===== config.mk =====
export PLATFORM = sky130hd
export DESIGN_NAME = plc_sequence_timer
export DESIGN_NICKNAME = d
export VERILOG_FILES = /design/src/rtl/plc_timer_pkg.sv /design/src/rtl/plc_sequence_timer_btn_debounce.sv /design/src/rtl/plc_sequence_timer.sv
export SDC_FILE = /design/constraint.sdc
export NUM_CORES = 1
export LEC_CHECK = 0
export CAP_MARGIN = 0
export CORE_MARGIN = 1.5
export CORE_UTILIZATION = 40
export CTS_CLUSTER_DIAMETER = 120
export DETAILED_ROUTE_END_ITERATION = 8
export DONT_BUFFER_PORTS = 1
export GPL_TIMING_DRIVEN = 0
export PLACE_DENSITY = 0.6
export SETUP_SLACK_MARGIN = 0.3
export SLEW_MARGIN = 40
export SYNTH_ARGS = -nofsm -noshare
export SYNTH_HDL_FRONTEND = slang
export SYNTH_SLANG_ARGS = --single-unit

===== constraint.sdc =====
create_clock -name clk -period 3.51 [get_ports clk]
set_input_delay 0.5265 -clock clk [delete_from_list [all_inputs] [get_ports clk]]
set_output_delay 0.5265 -clock clk [all_outputs]
set_load 0.1 [all_outputs]

===== src/rtl/plc_timer_pkg.sv =====
// Shared types and helpers for the PLC sequence timer.
package plc_timer_pkg;

  typedef enum logic [1:0] {
    IDLE = 2'd0,
    RUN  = 2'd1,
    DONE = 2'd2
  } state_e;

  // Width of the phase index; at least one bit even for a single phase.
  function automatic int unsigned phase_width(input int unsigned n);
    int unsigned w;
    w = $clog2(n);
    return (w < 1) ? 1 : w;
  endfunction

endpackage


===== src/rtl/plc_sequence_timer_btn_debounce.sv =====
// Two-flop synchroniser plus stability counter for a raw push button.
// Emits a registered one-cycle pulse one cycle after the debounced level falls.
module btn_debounce #(
  parameter int unsigned DEB_CYCLES = 16,
  parameter bit          RST_LEVEL  = 1'b1
) (
  input  logic clk,
  input  logic rst_n,
  input  logic raw,
  output logic level,
  output logic fall_pulse
);

  localparam int unsigned CW = (DEB_CYCLES < 2) ? 1 : $clog2(DEB_CYCLES);
  localparam logic [CW-1:0] CNT_MAX = CW'(DEB_CYCLES - 1);

  logic          r_sync1;
  logic          r_sync2;
  logic          r_level;
  logic          r_level_d;
  logic          r_fall;
  logic [CW-1:0] r_cnt;

  // Bring the asynchronous button into the clock domain.
  always_ff @(posedge clk or negedge rst_n) begin
    if (!rst_n) begin
      r_sync1 <= RST_LEVEL;
      r_sync2 <= RST_LEVEL;
    end else begin
      r_sync1 <= raw;
      r_sync2 <= r_sync1;
    end
  end

  // Accept a new level only after DEB_CYCLES consecutive differing samples.
  always_ff @(posedge clk or negedge rst_n) begin
    if (!rst_n) begin
      r_level <= RST_LEVEL;
      r_cnt   <= '0;
    end else if (r_sync2 != r_level) begin
      if (r_cnt == CNT_MAX) begin
        r_level <= r_sync2;
        r_cnt   <= '0;
      end else begin
        r_cnt <= r_cnt + CW'(1);
      end
    end else begin
      r_cnt <= '0;
    end
  end

  // Registered falling-edge detect on the debounced level.
  always_ff @(posedge clk or negedge rst_n) begin
    if (!rst_n) begin
      r_level_d <= RST_LEVEL;
      r_fall    <= 1'b0;
    end else begin
      r_level_d <= r_level;
      r_fall    <= r_level_d & ~r_level;
    end
  end

  assign level      = r_level;
  assign fall_pulse = r_fall;

endmodule


===== src/rtl/plc_sequence_timer.sv =====
// Multi-phase sequence timer: a debounced button press runs NUM_PHASES timed
// GPIO patterns, one-shot or repeating, with retrigger and abort.
module plc_sequence_timer
  import plc_timer_pkg::*;
#(
  parameter int unsigned                  NUM_OUT    = 2,
  parameter int unsigned                  NUM_PHASES = 3,
  parameter int unsigned                  CNT_W      = 32,
  parameter int unsigned                  DEB_CYCLES = 16,
  parameter logic [NUM_PHASES*NUM_OUT-1:0] PHASE_PAT = {2'b10, 2'b01, 2'b00}
) (
  input  logic                                  clk,
  input  logic                                  rst_n,
  input  logic                                  btn,
  input  logic                                  abort,
  input  logic                                  repeat_en,
  input  logic [NUM_PHASES*CNT_W-1:0]           phase_len,
  output logic [NUM_OUT-1:0]                    gpio,
  output logic                                  busy,
  output logic [phase_width(NUM_PHASES)-1:0]    phase_idx,
  output logic [CNT_W-1:0]                      remaining,
  output logic                                  done
);

  localparam int unsigned   PW   = phase_width(NUM_PHASES);
  localparam logic [PW-1:0] LAST = PW'(NUM_PHASES - 1);

  state_e                        r_state;
  logic [NUM_OUT-1:0]            r_gpio;
  logic                          r_busy;
  logic [PW-1:0]                 r_phase;
  logic [CNT_W-1:0]              r_rem;
  logic                          r_done;
  logic [NUM_PHASES*CNT_W-1:0]   r_len;

  state_e                        w_state;
  logic [NUM_OUT-1:0]            w_gpio;
  logic                          w_busy;
  logic [PW-1:0]                 w_phase;
  logic [PW-1:0]                 w_phase_nxt;
  logic [CNT_W-1:0]              w_rem;
  logic                          w_done;
  logic [NUM_PHASES*CNT_W-1:0]   w_len;
  logic                          w_btn_level;
  logic                          w_btn_fall;
  logic                          w_start;

  // Phase length lookup; a zero length runs for one cycle.
  function automatic logic [CNT_W-1:0] len_pick(input logic [NUM_PHASES*CNT_W-1:0] v,
                                                input logic [PW-1:0] idx);
    logic [CNT_W-1:0] l;
    l = '0;
    for (int k = 0; k < NUM_PHASES; k++) begin
      if (idx == PW'(k)) l = v[k*CNT_W +: CNT_W];
    end
    return (l == '0) ? CNT_W'(1) : l;
  endfunction

  // Output pattern lookup for a phase.
  function automatic logic [NUM_OUT-1:0] pat_pick(input logic [PW-1:0] idx);
    logic [NUM_OUT-1:0] p;
    p = '0;
    for (int k = 0; k < NUM_PHASES; k++) begin
      if (idx == PW'(k)) p = PHASE_PAT[k*NUM_OUT +: NUM_OUT];
    end
    return p;
  endfunction

  btn_debounce #(
    .DEB_CYCLES (DEB_CYCLES),
    .RST_LEVEL  (1'b1)
  ) u_debounce (
    .clk        (clk),
    .rst_n      (rst_n),
    .raw        (btn),
    .level      (w_btn_level),
    .fall_pulse (w_btn_fall)
  );

  // Press event, qualified by the settled low level.
  assign w_start = w_btn_fall & ~w_btn_level;

  // Next-state and next-output logic; abort beats start beats counting.
  always_comb begin
    w_state     = r_state;
    w_gpio      = r_gpio;
    w_busy      = r_busy;
    w_phase     = r_phase;
    w_rem       = r_rem;
    w_done      = 1'b0;
    w_len       = r_len;
    w_phase_nxt = r_phase + PW'(1);

    if (abort) begin
      w_state = IDLE;
      w_gpio  = '0;
      w_busy  = 1'b0;
      w_phase = '0;
      w_rem   = '0;
    end else if (w_start) begin
      w_state = RUN;
      w_len   = phase_len;
      w_phase = '0;
      w_rem   = len_pick(phase_len, '0);
      w_gpio  = pat_pick('0);
      w_busy  = 1'b1;
    end else begin
      case (r_state)
        RUN: begin
          if (r_rem > CNT_W'(1)) begin
            w_rem = r_rem - CNT_W'(1);
          end else if (r_phase == LAST) begin
            if (repeat_en) begin
              w_len   = phase_len;
              w_phase = '0;
              w_rem   = len_pick(phase_len, '0);
              w_gpio  = pat_pick('0);
            end else begin
              w_state = DONE;
              w_gpio  = '0;
              w_busy  = 1'b0;
              w_phase = '0;
              w_rem   = '0;
              w_done  = 1'b1;
            end
          end else begin
            w_phase = w_phase_nxt;
            w_rem   = len_pick(r_len, w_phase_nxt);
            w_gpio  = pat_pick(w_phase_nxt);
          end
        end
        default: begin
          w_state = IDLE;
          w_gpio  = '0;
          w_busy  = 1'b0;
          w_phase = '0;
          w_rem   = '0;
        end
      endcase
    end
  end

  // State and output registers.
  always_ff @(posedge clk or negedge rst_n) begin
    if (!rst_n) begin
      r_state <= IDLE;
      r_gpio  <= '0;
      r_busy  <= 1'b0;
      r_phase <= '0;
      r_rem   <= '0;
      r_done  <= 1'b0;
      r_len   <= '0;
    end else begin
      r_state <= w_state;
      r_gpio  <= w_gpio;
      r_busy  <= w_busy;
      r_phase <= w_phase;
      r_rem   <= w_rem;
      r_done  <= w_done;
      r_len   <= w_len;
    end
  end

  assign gpio      = r_gpio;
  assign busy      = r_busy;
  assign phase_idx = r_phase;
  assign remaining = r_rem;
  assign done      = r_done;

endmodule

==> metrics.txt <==
# TYPE chip_impl_metric gauge
chip_impl_info{name="run_status",value="complete, but fails checks"} 1
chip_impl_info{name="failed_checks",value="negative hold slack"} 1
chip_impl_metric{name="routability_driven_placement_congestion_ratio",unit=""} 0.876
chip_impl_metric{name="critPathBufInv",unit=""} 4
chip_impl_metric{name="clock_sink_count",unit=""} 142
chip_impl_metric{name="final.fill_count",unit=""} 1770
chip_impl_metric{name="timing.final.crit_period",unit="ns"} 3.13
chip_impl_metric{name="post_dp_cell_area",unit="mm^2"} 0.00815
chip_impl_info{name="rsz0062_at_grt",value="false"} 1
chip_impl_metric{name="achievable-frequency",unit="MHz"} 319
chip_impl_info{name="worstSetupPathType",value="reg2reg"} 1
chip_impl_metric{name="leak_pwr",unit="nW"} 3.76
chip_impl_metric{name="finalSetupViolations",unit=""} 0
chip_impl_metric{name="cts-buffers-inserted",unit=""} 17
chip_impl_metric{name="placed_cells",unit=""} 927
chip_impl_info{name="critPathTopFamily",value="simple AND/OR/NAND/NOR gates"} 1
chip_impl_metric{name="final_cell_area",unit="mm^2"} 0.00887
chip_impl_metric{name="grt_util_all_layers",unit="%"} 23.3
chip_impl_metric{name="final_nets",unit=""} 791
chip_impl_metric{name="flow.area_growth_from_synthesis",unit="%"} 14.1
chip_impl_metric{name="vias_per_cell",unit=""} 5.77
chip_impl_metric{name="synth_sequential_area_ratio",unit="%"} 45.8
chip_impl_metric{name="vias",unit=""} 5539
chip_impl_metric{name="drt_pass1_iterations",unit=""} 5
chip_impl_metric{name="post-route-util",unit="%"} 47.0
chip_impl_info{name="critical_path.slowest_cell",value="sky130_fd_sc_hd__dfrtp_2"} 1
chip_impl_metric{name="setup-tns-final",unit="ns"} 0
chip_impl_metric{name="placement.setup.worst_slack",unit="ns"} 0.0406
chip_impl_metric{name="total_die_area",unit="mm^2"} 0.0203
chip_impl_metric{name="layout-drive-gt1-share",unit="%"} 29.3
chip_impl_metric{name="slew_headroom",unit="%"} 42.8
chip_impl_info{name="synth.top_cells.by_area",value="sky130_fd_sc_hd__dfrtp_1 44%, sky130_fd_sc_hd__mux2_4 15%, sky130_fd_sc_hd__mux2i_1 4.5%"} 1
chip_impl_metric{name="synth.yosys.warnings",unit=""} 0
chip_impl_metric{name="vdd.ir_drop.worst",unit="V"} 0.000340
chip_impl_info{name="cp-end-kind",value="flip-flop"} 1
chip_impl_metric{name="synth_enable_flop_cells",unit=""} 0
chip_impl_metric{name="power-per-cell-area",unit="mW/mm^2"} 437
chip_impl_metric{name="cap_violations",unit=""} 0
chip_impl_metric{name="finClkSkew",unit="ns"} 0.00932
chip_impl_metric{name="grt_start_max_net_pins",unit=""} 143
chip_impl_metric{name="detail_route.wirelength",unit="um"} 22800
chip_impl_metric{name="cts_max_path_buffers",unit=""} 2
chip_impl_metric{name="dieWidth",unit="um"} 142
chip_impl_metric{name="place.detailed.hpwl",unit="um"} 17200
chip_impl_info{name="post-synth-top-area-cell",value="sky130_fd_sc_hd__dfrtp_1"} 1
chip_impl_metric{name="postRouteAntennaNets",unit=""} 0
chip_impl_metric{name="async_reset_ff_share",unit="%"} 100
chip_impl_metric{name="finalHoldViolCount",unit=""} 138
chip_impl_metric{name="worst_path_largest_cell_delay",unit="ns"} 0.63
chip_impl_metric{name="crit_required",unit="ns"} 3.81
chip_impl_metric{name="clock_tree.htree_level_count",unit=""} 4
chip_impl_metric{name="netlist-cell-type-count",unit=""} 61
chip_impl_metric{name="fp-row-count",unit=""} 50
chip_impl_metric{name="synth_top_area_share",unit="%"} 44.4
chip_impl_metric{name="core",unit="mm^2"} 0.0189
chip_impl_metric{name="worst_ep_arrival_time",unit="ns"} 3.43
chip_impl_metric{name="syn_inst",unit=""} 667
chip_impl_metric{name="antenna_cells",unit=""} 0
chip_impl_metric{name="post_layout_nonfiller_instances",unit=""} 960
chip_impl_info{name="tritoncts_clock_tree",value="done"} 1
chip_impl_info{name="worstSetupStartpointType",value="flip-flop"} 1
chip_impl_metric{name="hold-worst-slack",unit="ns"} -0.195
chip_impl_info{name="timing.critical_path.cells",value="or3_4, nand2b_1, buf_6, or4_1, buf_2, o21ai_4, buf_12, buf_6, mux2_1"} 1
chip_impl_metric{name="slew_violations",unit=""} 0
chip_impl_info{name="min-delay-path-class",value="in2async"} 1
chip_impl_metric{name="syn-cell-area",unit="mm^2"} 0.00778
chip_impl_metric{name="initial_utilization",unit="%"} 41.2
chip_impl_metric{name="numPortBuffers",unit=""} 0
chip_impl_metric{name="path_clk_slew",unit="ns"} 0.06
chip_impl_metric{name="fp.dieH",unit="um"} 142
chip_impl_metric{name="clock_insertion_delay_worst_skew",unit="ns"} 0.42
chip_impl_metric{name="post-route-drc-count",unit=""} 0
chip_impl_metric{name="grt_first_pass_wirelength",unit="um"} 35300
chip_impl_metric{name="critical_path_peak_fanout",unit=""} 10
chip_impl_metric{name="drt_iter0_drc",unit=""} 338
chip_impl_metric{name="initial_antenna_violation_count",unit=""} 0
chip_impl_metric{name="setup_ws",unit="ns"} 0.378
chip_impl_metric{name="tightest_slew",unit="ns"} 0.859
chip_impl_info{name="yosys.cell_count.top_type",value="sky130_fd_sc_hd__dfrtp_1"} 1
chip_impl_metric{name="wire_per_inst",unit="um"} 23.8
chip_impl_metric{name="syn_avg_cell_area",unit="um^2"} 11.7
chip_impl_metric{name="synth_nets",unit=""} 771
chip_impl_metric{name="finalPower",unit="mW"} 3.88
chip_impl_metric{name="gr-total-overflow",unit=""} 0
chip_impl_metric{name="timing.final.crit_share",unit="%"} 89.2
chip_impl_info{name="commonest_cells_post_synth",value="138 x sky130_fd_sc_hd__dfrtp_1, 80 x sky130_fd_sc_hd__mux2_4, 44 x sky130_fd_sc_hd__nand2_1"} 1
chip_impl_metric{name="io_pins",unit=""} 139
chip_impl_info{name="clockRootBuffer",value="sky130_fd_sc_hd__clkbuf_16"} 1
chip_impl_info{name="ys_dominant_reg_cell",value="sky130_fd_sc_hd__dfrtp_1"} 1
chip_impl_metric{name="first_global_vias",unit=""} 5843
chip_impl_info{name="critical-path-top-cell-by-count",value="sky130_fd_sc_hd__buf_6"} 1
chip_impl_metric{name="synth-seq-cells",unit=""} 142
-- layer usage --
metal | GRT usage, % | vias to the layer above | routed length (um)
met5 | 0 | - | 0
met4 | 7.16 | 0 | 452
met3 | 6.06 | 26 | 1640
met2 | 36.7 | 221 | 10600
met1 | 31.5 | 2766 | 10200
li1 | - | 2526 | -
-- power by group --
part	internal (mW)	total (mW)	switching, mW	leakage [nW]
logic	0.101	0.169	0.0674	1.65
clock network	1.26	1.97	0.705	0.312
registers	1.70	1.74	0.0389	1.80
total	3.06	3.88	0.812	3.76
-- flip-flops by register name (all words and copies together) (netlist names) --
signal,cells
u_debounce.r_cnt,4
remaining,32
r_state,2
u_debounce.r_level_d,1
u_debounce.level,1
u_debounce.r_sync2,1
u_debounce.fall_pulse,1
done,1
r_len,96
phase_idx,1
gpio,1
u_debounce.r_sync1,1
-- layout make-up --
class / count / area (um^2) / area share (%)
Buffer: 46 / 359 / 4.05
Clock buffer: 22 / 484 / 5.46
Clock inverter: 10 / 159 / 1.79
Inverter: 10 / 37.5 / 0.423
Multi-Input combinational cell: 469 / 3880 / 43.7
Sequential cell: 142 / 3620 / 40.8
Tap cell: 260 / 325 / 3.67
Timing Repair Buffer: 1 / 7.51 / 0.0846
-- final timing paths --
kind	start	slack, ns	depth (start not counted)	end
hold / removal	rst_n	-0.19	0	r_len[45]$_DFFE_PN0P_
max in group asynchronous	rst_n	3.40	0	u_debounce.r_sync1$_DFF_PN1_
hold reg to reg	u_debounce.r_sync1$_DFF_PN1_	0.36	0	u_debounce.r_sync2$_DFF_PN1_
setup reg to reg	remaining[24]$_DFF_PN0_	0.38	9	r_len[15]$_DFFE_PN0P_
setup / recovery	remaining[24]$_DFF_PN0_	0.38	9	r_len[15]$_DFFE_PN0P_
min in group clk	btn	0.10	0	u_debounce.r_sync1$_DFF_PN1_
-- timing repair --
action,4_1_cts,5_1_grt
cloned,0,0
setup endpoints to repair,84,97
pin swaps,0,1
gates resized for setup,4,19
setup buffers,0,1
endpoints found under the hold margin,142,138
-- kinds of logic (layout without fill, tap and decap cells) --
group | after synthesis | after routing | synth area share, %
and+or+nand+nor | 168 | 168 | 11.9
AOI/OAI and AO/OA | 150 | 150 | 12.7
xor gates and xnor gates | 19 | 19 | 2.14
buffers and inverters | 56 | 89 | 5.00
muxes | 129 | 129 | 22.0
DFF | 142 | 142 | 45.8
adders and majority gates | 3 | 3 | 0.483
-- cells in the final DEF (no fill, tap or decap), drive strengths merged, types with 6 or more instances in the layout --
| master | n |
|---|---|
| nor2 | 23 |
| o21ai | 46 |
| mux2i | 35 |
| nor3 | 16 |
| a21oi | 38 |
| mux2 | 94 |
| nand2 | 44 |
| nand4 | 6 |
| o2bb2ai | 23 |
| buf | 21 |
| nand3 | 10 |
| a22o | 6 |
| dfrtp | 138 |
| xnor2 | 14 |
| nor4 | 37 |
| clkbuf | 48 |
| inv | 10 |
| or3 | 7 |
-- worst register-to-register path, delay by kind of cell, from the launching register on --
family | cells | cell delay (ns)
compound gates | 1 | 0.21
buf+inv | 4 | 0.72
simple gates | 3 | 1.11
flops | 1 | 0.63
mux | 1 | 0.34
Note: power is estimated with default switching activity, not from simulation.
